## config.mk

```make
export PLATFORM = sky130hd
export DESIGN_NAME = unary_stream_decoder_flat
export DESIGN_NICKNAME = d
export VERILOG_FILES = /design/src/rtl/unary_stream_decoder_if.sv /design/src/rtl/unary_stream_decoder.sv /design/src/flat_wrapper.sv
export SDC_FILE = /design/constraint.sdc
export NUM_CORES = 1
export LEC_CHECK = 0
export ABC_AREA = 1
export BUFFER_PORTS_ARGS = -buffer_cell sky130_fd_sc_hd__buf_2
export CELL_PAD_IN_SITES_DETAIL_PLACEMENT = 1
export CELL_PAD_IN_SITES_GLOBAL_PLACEMENT = 1
export CORE_MARGIN = 5
export CORE_UTILIZATION = 48
export DETAILED_ROUTE_END_ITERATION = 8
export PLACE_DENSITY = 0.87
export SLEW_MARGIN = 30
export SYNTH_ARGS = -nofsm -noshare
export SYNTH_HDL_FRONTEND = slang
export SYNTH_SLANG_ARGS = --single-unit
```

## constraint.sdc

```tcl
create_clock -name clk -period 23.2 [get_ports clk]
set_clock_uncertainty 0.05 [all_clocks]
set_input_delay 1.16 -clock clk [delete_from_list [all_inputs] [get_ports clk]]
set_output_delay 1.16 -clock clk [all_outputs]
set_load 0.01 [all_outputs]
```

## src/rtl/unary_stream_decoder_if.sv

```systemverilog
// Stream bundle for the unary decoder: per-lane unary/sign inputs and the decoded
// valid/ready output.
interface unary_stream_decoder_if #(
    parameter int unsigned LANES     = 16,
    parameter int unsigned BIT_WIDTH = 8
);
    logic                            frame_start;
    logic [LANES-1:0]                unary_in;
    logic [LANES-1:0]                sign_in;
    logic                            out_valid;
    logic                            out_ready;
    logic [LANES-1:0][BIT_WIDTH-1:0] out_data;
    logic [LANES-1:0]                out_sat;

    modport master (
        output frame_start,
        output unary_in,
        output sign_in,
        output out_ready,
        input  out_valid,
        input  out_data,
        input  out_sat
    );

    modport slave (
        input  frame_start,
        input  unary_in,
        input  sign_in,
        input  out_ready,
        output out_valid,
        output out_data,
        output out_sat
    );
endinterface

```

## src/rtl/unary_stream_decoder.sv

```systemverilog
// Decodes per-lane temporal unary frames into signed two's complement words and
// queues completed vectors in a 2-entry registered output FIFO.
module unary_stream_decoder #(
    parameter int unsigned LANES     = 16,
    parameter int unsigned BIT_WIDTH = 8,
    parameter int unsigned SIZE      = BIT_WIDTH - 1,
    parameter int unsigned FRAME_LEN = (1 << SIZE) + 2
) (
    input  logic                  clk,
    input  logic                  reset,
    unary_stream_decoder_if.slave bus,
    output logic                  frame_err,
    output logic                  overflow
);
    localparam int unsigned FC_W  = $clog2(FRAME_LEN);
    localparam int unsigned CNT_W = SIZE + 1;
    localparam logic [CNT_W-1:0] CNT_MAX = {1'b1, {SIZE{1'b0}}};
    localparam logic [FC_W-1:0] FC_LAST = FC_W'(FRAME_LEN - 1);

    typedef enum logic {StIdle, StCollect} state_e;

    state_e state_q, state_d;
    logic [FC_W-1:0] fc_q, fc_d;

    logic [LANES-1:0][CNT_W-1:0] cnt_q, cnt_d, cnt_acc;
    logic [LANES-1:0]            zero_q, zero_d;
    logic [LANES-1:0]            sign_q, sign_d;

    logic [LANES-1:0][BIT_WIDTH-1:0] conv_data;
    logic [LANES-1:0]                conv_sat;

    logic [1:0]                      fifo_cnt_q, fifo_cnt_d;
    logic [LANES-1:0][BIT_WIDTH-1:0] head_data_q, head_data_d, tail_data_q, tail_data_d;
    logic [LANES-1:0]                head_sat_q, head_sat_d, tail_sat_q, tail_sat_d;

    logic frame_err_q, frame_err_d;
    logic overflow_q, overflow_d;

    logic collecting, frame_end, short_frame, thermo_bad, push, pop, drop;

    // Frame sequencing. fc counts the cycle index within the frame; the
    // frame_start cycle is index 0, so the register holds 1 in the next cycle.
    always_comb begin
        state_d     = state_q;
        fc_d        = fc_q;
        frame_end   = 1'b0;
        short_frame = 1'b0;
        collecting  = (state_q == StCollect);
        unique case (state_q)
            StIdle: begin
                if (bus.frame_start) begin
                    state_d = StCollect;
                    fc_d    = FC_W'(1);
                end
            end
            StCollect: begin
                if (fc_q == FC_LAST) begin
                    frame_end = 1'b1;
                    if (bus.frame_start) begin
                        fc_d = FC_W'(1);
                    end else begin
                        state_d = StIdle;
                        fc_d    = '0;
                    end
                end else if (bus.frame_start) begin
                    short_frame = 1'b1;
                    fc_d        = FC_W'(1);
                end else begin
                    fc_d = fc_q + FC_W'(1);
                end
            end
            default: begin
                state_d = StIdle;
                fc_d    = '0;
            end
        endcase
    end

    // Per-lane counting, thermometer check and conversion of the final count.
    always_comb begin
        cnt_d      = cnt_q;
        zero_d     = zero_q;
        sign_d     = sign_q;
        cnt_acc    = cnt_q;
        conv_data  = '0;
        conv_sat   = '0;
        thermo_bad = 1'b0;
        for (int i = 0; i < LANES; i++) begin
            logic [BIT_WIDTH-1:0] mag_ext;
            cnt_acc[i] = (cnt_q[i] == CNT_MAX) ? CNT_MAX : cnt_q[i] + CNT_W'(bus.unary_in[i]);
            // The new frame's first bit is not judged against the discarded frame.
            if (collecting && !short_frame && bus.unary_in[i] && zero_q[i]) begin
                thermo_bad = 1'b1;
            end
            if (bus.frame_start) begin
                cnt_d[i]  = CNT_W'(bus.unary_in[i]);
                zero_d[i] = ~bus.unary_in[i];
                sign_d[i] = bus.sign_in[i];
            end else if (collecting) begin
                cnt_d[i]  = cnt_acc[i];
                zero_d[i] = zero_q[i] | ~bus.unary_in[i];
            end
            mag_ext = BIT_WIDTH'(cnt_acc[i]);
            if (!sign_q[i] && cnt_acc[i] >= CNT_MAX) begin
                conv_data[i] = BIT_WIDTH'(CNT_MAX - CNT_W'(1));
                conv_sat[i]  = 1'b1;
            end else if (sign_q[i]) begin
                conv_data[i] = -mag_ext;
            end else begin
                conv_data[i] = mag_ext;
            end
        end
    end

    // Two-entry FIFO; the head is a register so outputs hold until popped.
    always_comb begin
        fifo_cnt_d  = fifo_cnt_q;
        head_data_d = head_data_q;
        head_sat_d  = head_sat_q;
        tail_data_d = tail_data_q;
        tail_sat_d  = tail_sat_q;
        push        = frame_end;
        pop         = (fifo_cnt_q != 2'd0) && bus.out_ready;
        drop        = 1'b0;
        unique case (fifo_cnt_q)
            2'd0: begin
                if (push) begin
                    head_data_d = conv_data;
                    head_sat_d  = conv_sat;
                    fifo_cnt_d  = 2'd1;
                end
            end
            2'd1: begin
                if (push && pop) begin
                    head_data_d = conv_data;
                    head_sat_d  = conv_sat;
                end else if (push) begin
                    tail_data_d = conv_data;
                    tail_sat_d  = conv_sat;
                    fifo_cnt_d  = 2'd2;
                end else if (pop) begin
                    fifo_cnt_d = 2'd0;
                end
            end
            2'd2: begin
                if (pop) begin
                    head_data_d = tail_data_q;
                    head_sat_d  = tail_sat_q;
                    if (push) begin
                        tail_data_d = conv_data;
                        tail_sat_d  = conv_sat;
                    end else begin
                        fifo_cnt_d = 2'd1;
                    end
                end else if (push) begin
                    drop = 1'b1;
                end
            end
            default: fifo_cnt_d = 2'd0;
        endcase
        frame_err_d = frame_err_q | short_frame | thermo_bad;
        overflow_d  = overflow_q | drop;
    end

    always_ff @(posedge clk or posedge reset) begin
        if (reset) begin
            state_q     <= StIdle;
            fc_q        <= '0;
            cnt_q       <= '0;
            zero_q      <= '0;
            sign_q      <= '0;
            fifo_cnt_q  <= 2'd0;
            head_data_q <= '0;
            head_sat_q  <= '0;
            tail_data_q <= '0;
            tail_sat_q  <= '0;
            frame_err_q <= 1'b0;
            overflow_q  <= 1'b0;
        end else begin
            state_q     <= state_d;
            fc_q        <= fc_d;
            cnt_q       <= cnt_d;
            zero_q      <= zero_d;
            sign_q      <= sign_d;
            fifo_cnt_q  <= fifo_cnt_d;
            head_data_q <= head_data_d;
            head_sat_q  <= head_sat_d;
            tail_data_q <= tail_data_d;
            tail_sat_q  <= tail_sat_d;
            frame_err_q <= frame_err_d;
            overflow_q  <= overflow_d;
        end
    end

    assign bus.out_valid = (fifo_cnt_q != 2'd0);
    assign bus.out_data  = head_data_q;
    assign bus.out_sat   = head_sat_q;
    assign frame_err     = frame_err_q;
    assign overflow      = overflow_q;
endmodule

```

## src/flat_wrapper.sv

```systemverilog
// flat-port wrapper written by rule: the top's interface ports become plain ports
module unary_stream_decoder_flat 
#(
    parameter int unsigned LANES     = 16,
    parameter int unsigned BIT_WIDTH = 8,
    parameter int unsigned SIZE      = BIT_WIDTH - 1,
    parameter int unsigned FRAME_LEN = (1 << SIZE) + 2
)
  (clk, reset, frame_err, overflow, bus_frame_start, bus_unary_in, bus_sign_in, bus_out_ready, bus_out_valid, bus_out_data, bus_out_sat);
  unary_stream_decoder_if #(.LANES(LANES), .BIT_WIDTH(BIT_WIDTH)) bus_i ();
  input  logic clk;
  input  logic reset;
  output logic frame_err;
  output logic overflow;
  input wire logic [$bits(bus_i.frame_start)-1:0] bus_frame_start;
  input wire logic [$bits(bus_i.unary_in)-1:0] bus_unary_in;
  input wire logic [$bits(bus_i.sign_in)-1:0] bus_sign_in;
  input wire logic [$bits(bus_i.out_ready)-1:0] bus_out_ready;
  output wire logic [$bits(bus_i.out_valid)-1:0] bus_out_valid;
  output wire logic [$bits(bus_i.out_data)-1:0] bus_out_data;
  output wire logic [$bits(bus_i.out_sat)-1:0] bus_out_sat;
  assign bus_i.frame_start = bus_frame_start;
  assign bus_i.unary_in = bus_unary_in;
  assign bus_i.sign_in = bus_sign_in;
  assign bus_i.out_ready = bus_out_ready;
  assign bus_out_valid = bus_i.out_valid;
  assign bus_out_data = bus_i.out_data;
  assign bus_out_sat = bus_i.out_sat;
  unary_stream_decoder #(.LANES(LANES), .BIT_WIDTH(BIT_WIDTH), .SIZE(SIZE), .FRAME_LEN(FRAME_LEN)) u_core (.clk(clk), .reset(reset), .bus(bus_i), .frame_err(frame_err), .overflow(overflow));
endmodule
```

==> metrics.yaml <==
period_needed_ns: 3.92
gates_resized_cts_repair: 0
filler_cell_count: 6876
row_count: 84
drt_iter0_markers: 1382
cts_setup_buffers: 0
status: "finished, final reports clean"
avgSynthCellArea_um2: 7.10
die_w_um: 241
yosysTopAreaCellShare_pct: 45.0
clock_tree_root_driver_cell: "sky130_fd_sc_hd__clkbuf_16"
min_period_over_period_pct: 16.9
place.gp.congestion: 0.866
setup_tns_ns: 0
critical_path.n_buffers_inverters: 4
timing.hold.worst_endpoint: "u_core.bus.out_data[46]$_DFFE_PP0P_"
num_io_pins: 183
cts_buffers: 54
layout.core_utilization_pct: 54.5
netlist_instances: 3607
hold_viol: 0
wire_length_of_the_first_global_routing_pass_um: 133000
max_slew.worst_pin.slew_ns: 0.936
startpoint_type: "primary input"
hold-worst-slack_ns: 0.424
cellLeakagePower_nw: 15.8
viasPerCell: 5.54
crit_cells: 6
worst_r2r_path_depth: 12
worst_slew_margin_rel_pct: 37.6
fp.dieArea_mm2: 0.0581
reg2reg_slack_ns: 19.52
groute.layer.met2.usage_pct: 48.4
clockBufferDepth: 3
die-height_um: 241
wire_per_inst_um: 18.2
drt-pass1-iter-count: 5
cts_num_sinks: 461
ir_worst_vdd_uv: 119
stdcell_area_mm2: 0.0287
synthAdderAreaFrac_pct: 2.64
r2r_end: "u_core.bus.out_data[82]$_DFFE_PP0P_"
regToRegStartpoint: "u_core.fifo_cnt_q[1]$_DFFE_PP0P_"
share_of_the_yosys_chip_area_belonging_to_registers_pct: 45.0
instances_no_fill: 4436
synth_top_family_by_area: "simple AND/OR/NAND/NOR gates"
synth.ff_latch_count: 461
cp_top_family: "buffers and inverters"
synth_top_area_cell: "sky130_fd_sc_hd__dfrtp_1"
netlist-cell-type-count: 36
grt_start_max_net_pins: 163
rsz0062_at_grt: "no"
post_route_cells_drive_above_1_share_pct: 8.48
whs_path_depth: 2
io_buffer_count: 182
clkSlewWorstSetupHoldPaths_ns: 0.06
starting_density_pct: 48.6
use_met1_pct: 36.7
core-area_mm2: 0.0528
cp.arrival_ns: 4.31
finalSetupViolations: 0
timing.max_cap.violations: 0
dpl_cell_area_mm2: 0.0269
synth_simple_gate_area_share_pct: 31.5
tritoncts_clock_tree: "built"
grtUsageMet3_pct: 2.98
finalMaxSlewViolations: 0
hold_path_class: "reg2reg"
post-place-cells: 4341
max_clock_freq_ghz: 0.255
yosys-mux-area-fraction_pct: 0
wl_um: 80700
hold_path.startpoint: "u_core.bus.out_data[46]$_DFFE_PP0P_"
detail_route.drc_violations: 0
ctsHoldBuffers: 0
cts_max_level: 2
synth_warnings: 0
critPathKind: "in2reg"
detail-route-antenna-nets: 0
antenna_cells_inserted: 0
critical-path-max-stage-delay_ns: 0.74
critical_path_fanout_max: 64
grt_overflow: 0
synthToLayoutAreaGrowth_pct: 12.2
critical-path-slowest-cell: "sky130_fd_sc_hd__buf_4"
grt_util_all_layers_pct: 27.5
worstSetupEndpointType: "flip-flop"
critical_path.cell_chain: "buf_2 -> buf_4 -> inv_2 -> nand2_4 -> buf_4 -> o22ai_1"
synthesis.area_mm2: 0.0256
crit_required_ns: 23.59
crit_top_cell: "sky130_fd_sc_hd__buf_4"
place.detailed.hpwl_um: 52900
nets: 3801
clkLatencyLatePin_ns: 0.61
number_of_global_route_vias_before_repair: 25800
synth-xor-area-share_pct: 1.23
power_density_mw_per_mm2: 92.5
gr-max-usage-layer: "met2"
synth-compound-area-share_pct: 11.7
mappedNetlistNets: 3697
number_of_antenna_violations_at_the_first_check_in_global_routing: 0
detailroute.via_count: 24600
ys_top_cells_by_area: "sky130_fd_sc_hd__dfrtp_1, sky130_fd_sc_hd__nand2_1, sky130_fd_sc_hd__inv_1"
## cell usage in the layout (no fill, tap or decap), types with 2 or more instances in the layout
cell / instances
sky130_fd_sc_hd__o21ai_0: 149
sky130_fd_sc_hd__clkbuf_16: 57
sky130_fd_sc_hd__a21boi_1: 7
sky130_fd_sc_hd__buf_2: 182
sky130_fd_sc_hd__nor3_1: 23
sky130_fd_sc_hd__a22oi_1: 7
sky130_fd_sc_hd__buf_4: 15
sky130_fd_sc_hd__bufinv_16: 4
sky130_fd_sc_hd__a21boi_0: 4
sky130_fd_sc_hd__o211ai_1: 4
sky130_fd_sc_hd__clkbuf_1: 14
sky130_fd_sc_hd__clkinv_2: 8
sky130_fd_sc_hd__clkinv_1: 2
sky130_fd_sc_hd__xor2_1: 25
sky130_fd_sc_hd__nand3_1: 218
sky130_fd_sc_hd__nor2_2: 12
sky130_fd_sc_hd__o22ai_1: 99
sky130_fd_sc_hd__inv_2: 10
sky130_fd_sc_hd__a22o_1: 8
sky130_fd_sc_hd__nand4_1: 47
sky130_fd_sc_hd__clkbuf_8: 11
sky130_fd_sc_hd__xnor2_1: 11
sky130_fd_sc_hd__nor2_1: 330
sky130_fd_sc_hd__nand2_1: 1332
sky130_fd_sc_hd__nand3b_1: 27
sky130_fd_sc_hd__nor2_4: 2
sky130_fd_sc_hd__inv_1: 335
sky130_fd_sc_hd__inv_4: 2
sky130_fd_sc_hd__ha_1: 53
sky130_fd_sc_hd__a21oi_1: 197
sky130_fd_sc_hd__buf_16: 2
sky130_fd_sc_hd__dfrtp_1: 461
sky130_fd_sc_hd__o21ai_1: 75
## through the flow
stage | total power [mW] | setup slack (ns)
floorplan | 1.50 | 9.14
detailed placement | 1.78 | 18.69
global route | 2.82 | 19.12
CTS | 2.68 | 19.31
finish | 2.66 | 19.28
global placement | 1.75 | 18.80
## layout make-up
type	count	area [µm²]	area share (%)
inverter	352	1340	4.67
tap	688	861	2.99
clock inverter	11	159	0.553
sequential	461	11500	40.1
timing repair buffer	201	1110	3.86
multi-input combinational	2641	12100	42.1
clock buffer	82	1630	5.67
## worst max-delay path by stage
stage                          from  slack (ns)                                  to
finish              bus_frame_start       19.28        u_core.cnt_q[69]$_DFFE_PP0P_
global route        bus_frame_start       19.12        u_core.cnt_q[69]$_DFFE_PP0P_
CTS                 bus_frame_start       19.31        u_core.cnt_q[69]$_DFFE_PP0P_
detailed placement  bus_frame_start       18.69        u_core.cnt_q[70]$_DFFE_PP0P_
global placement    bus_frame_start       18.80        u_core.cnt_q[66]$_DFFE_PP0P_
floorplan                     reset        9.14  u_core.bus.out_data[0]$_DFFE_PP0P_
## worst min-delay path: stages, from the launching register on
cell	delay, ns
sky130_fd_sc_hd__dfrtp_1	0.33
sky130_fd_sc_hd__nand2_1	0.06
sky130_fd_sc_hd__nand2_1	0.05
## cell usage after synthesis
| library cell | n |
|---|---|
| sky130_fd_sc_hd__a22oi_1 | 7 |
| sky130_fd_sc_hd__nand3_1 | 218 |
| sky130_fd_sc_hd__ha_1 | 54 |
| sky130_fd_sc_hd__nand2_2 | 2 |
| sky130_fd_sc_hd__inv_2 | 12 |
| sky130_fd_sc_hd__a21oi_1 | 197 |
| sky130_fd_sc_hd__nor3_1 | 23 |
| sky130_fd_sc_hd__nand4_1 | 47 |
| sky130_fd_sc_hd__xor2_1 | 25 |
| sky130_fd_sc_hd__buf_4 | 18 |
| sky130_fd_sc_hd__inv_1 | 338 |
| sky130_fd_sc_hd__nor2_2 | 12 |
| sky130_fd_sc_hd__a21boi_0 | 4 |
| sky130_fd_sc_hd__dfrtp_1 | 461 |
| sky130_fd_sc_hd__buf_6 | 2 |
| sky130_fd_sc_hd__or2_2 | 1 |
| sky130_fd_sc_hd__nand3_2 | 2 |
| sky130_fd_sc_hd__o21ai_1 | 75 |
| sky130_fd_sc_hd__a22o_1 | 8 |
| sky130_fd_sc_hd__buf_2 | 42 |
| sky130_fd_sc_hd__o21ai_2 | 1 |
| sky130_fd_sc_hd__xnor2_1 | 11 |
| sky130_fd_sc_hd__nand2_1 | 1333 |
| sky130_fd_sc_hd__a21oi_2 | 1 |
| sky130_fd_sc_hd__buf_1 | 8 |
| sky130_fd_sc_hd__nor2_4 | 1 |
| sky130_fd_sc_hd__o21bai_1 | 1 |
| sky130_fd_sc_hd__clkinv_1 | 2 |
| sky130_fd_sc_hd__o32ai_1 | 1 |
| sky130_fd_sc_hd__clkbuf_1 | 83 |
| sky130_fd_sc_hd__nor2_1 | 331 |
| sky130_fd_sc_hd__o211ai_1 | 4 |
| sky130_fd_sc_hd__nand3b_1 | 27 |
| sky130_fd_sc_hd__o21ai_0 | 149 |
| sky130_fd_sc_hd__a21boi_1 | 7 |
| sky130_fd_sc_hd__o22ai_1 | 99 |
## kinds of logic after synthesis
family / after synthesis
and+or+nand+nor: 1997
buffers and inverters: 505
xor gates and xnor gates: 36
adders and majority gates: 54
AOI/OAI and AO/OA: 554
DFF: 461
## power by group
group | leakage (nW) | switching, mW | internal [mW]
combinational | 9.00 | 0.495 | 0.257
clock | 0.883 | 0.350 | 0.524
sequential | 5.88 | 0.100 | 0.933
## sequential cells by signal, indices dropped and copies added, names as in the netlist
signal               cells
u_core.bus.out_data    128
u_core.cnt_q           128
u_core.tail_data_q     128
u_core.bus.out_sat      16
u_core.sign_q           16
u_core.tail_sat_q       16
u_core.zero_q           16
u_core.fc_q              8
u_core.fifo_cnt_q        2
u_core.collecting        1
u_core.frame_err         1
u_core.overflow          1
## layer usage
layer | vias to the layer above | wire length (µm)
li1 | 11800 | -
met1 | 12300 | 36300
met2 | 442 | 39800
met3 | 118 | 2940
met4 | 0 | 1680
met5 | - | 0
(Power assumes the default switching activity.)
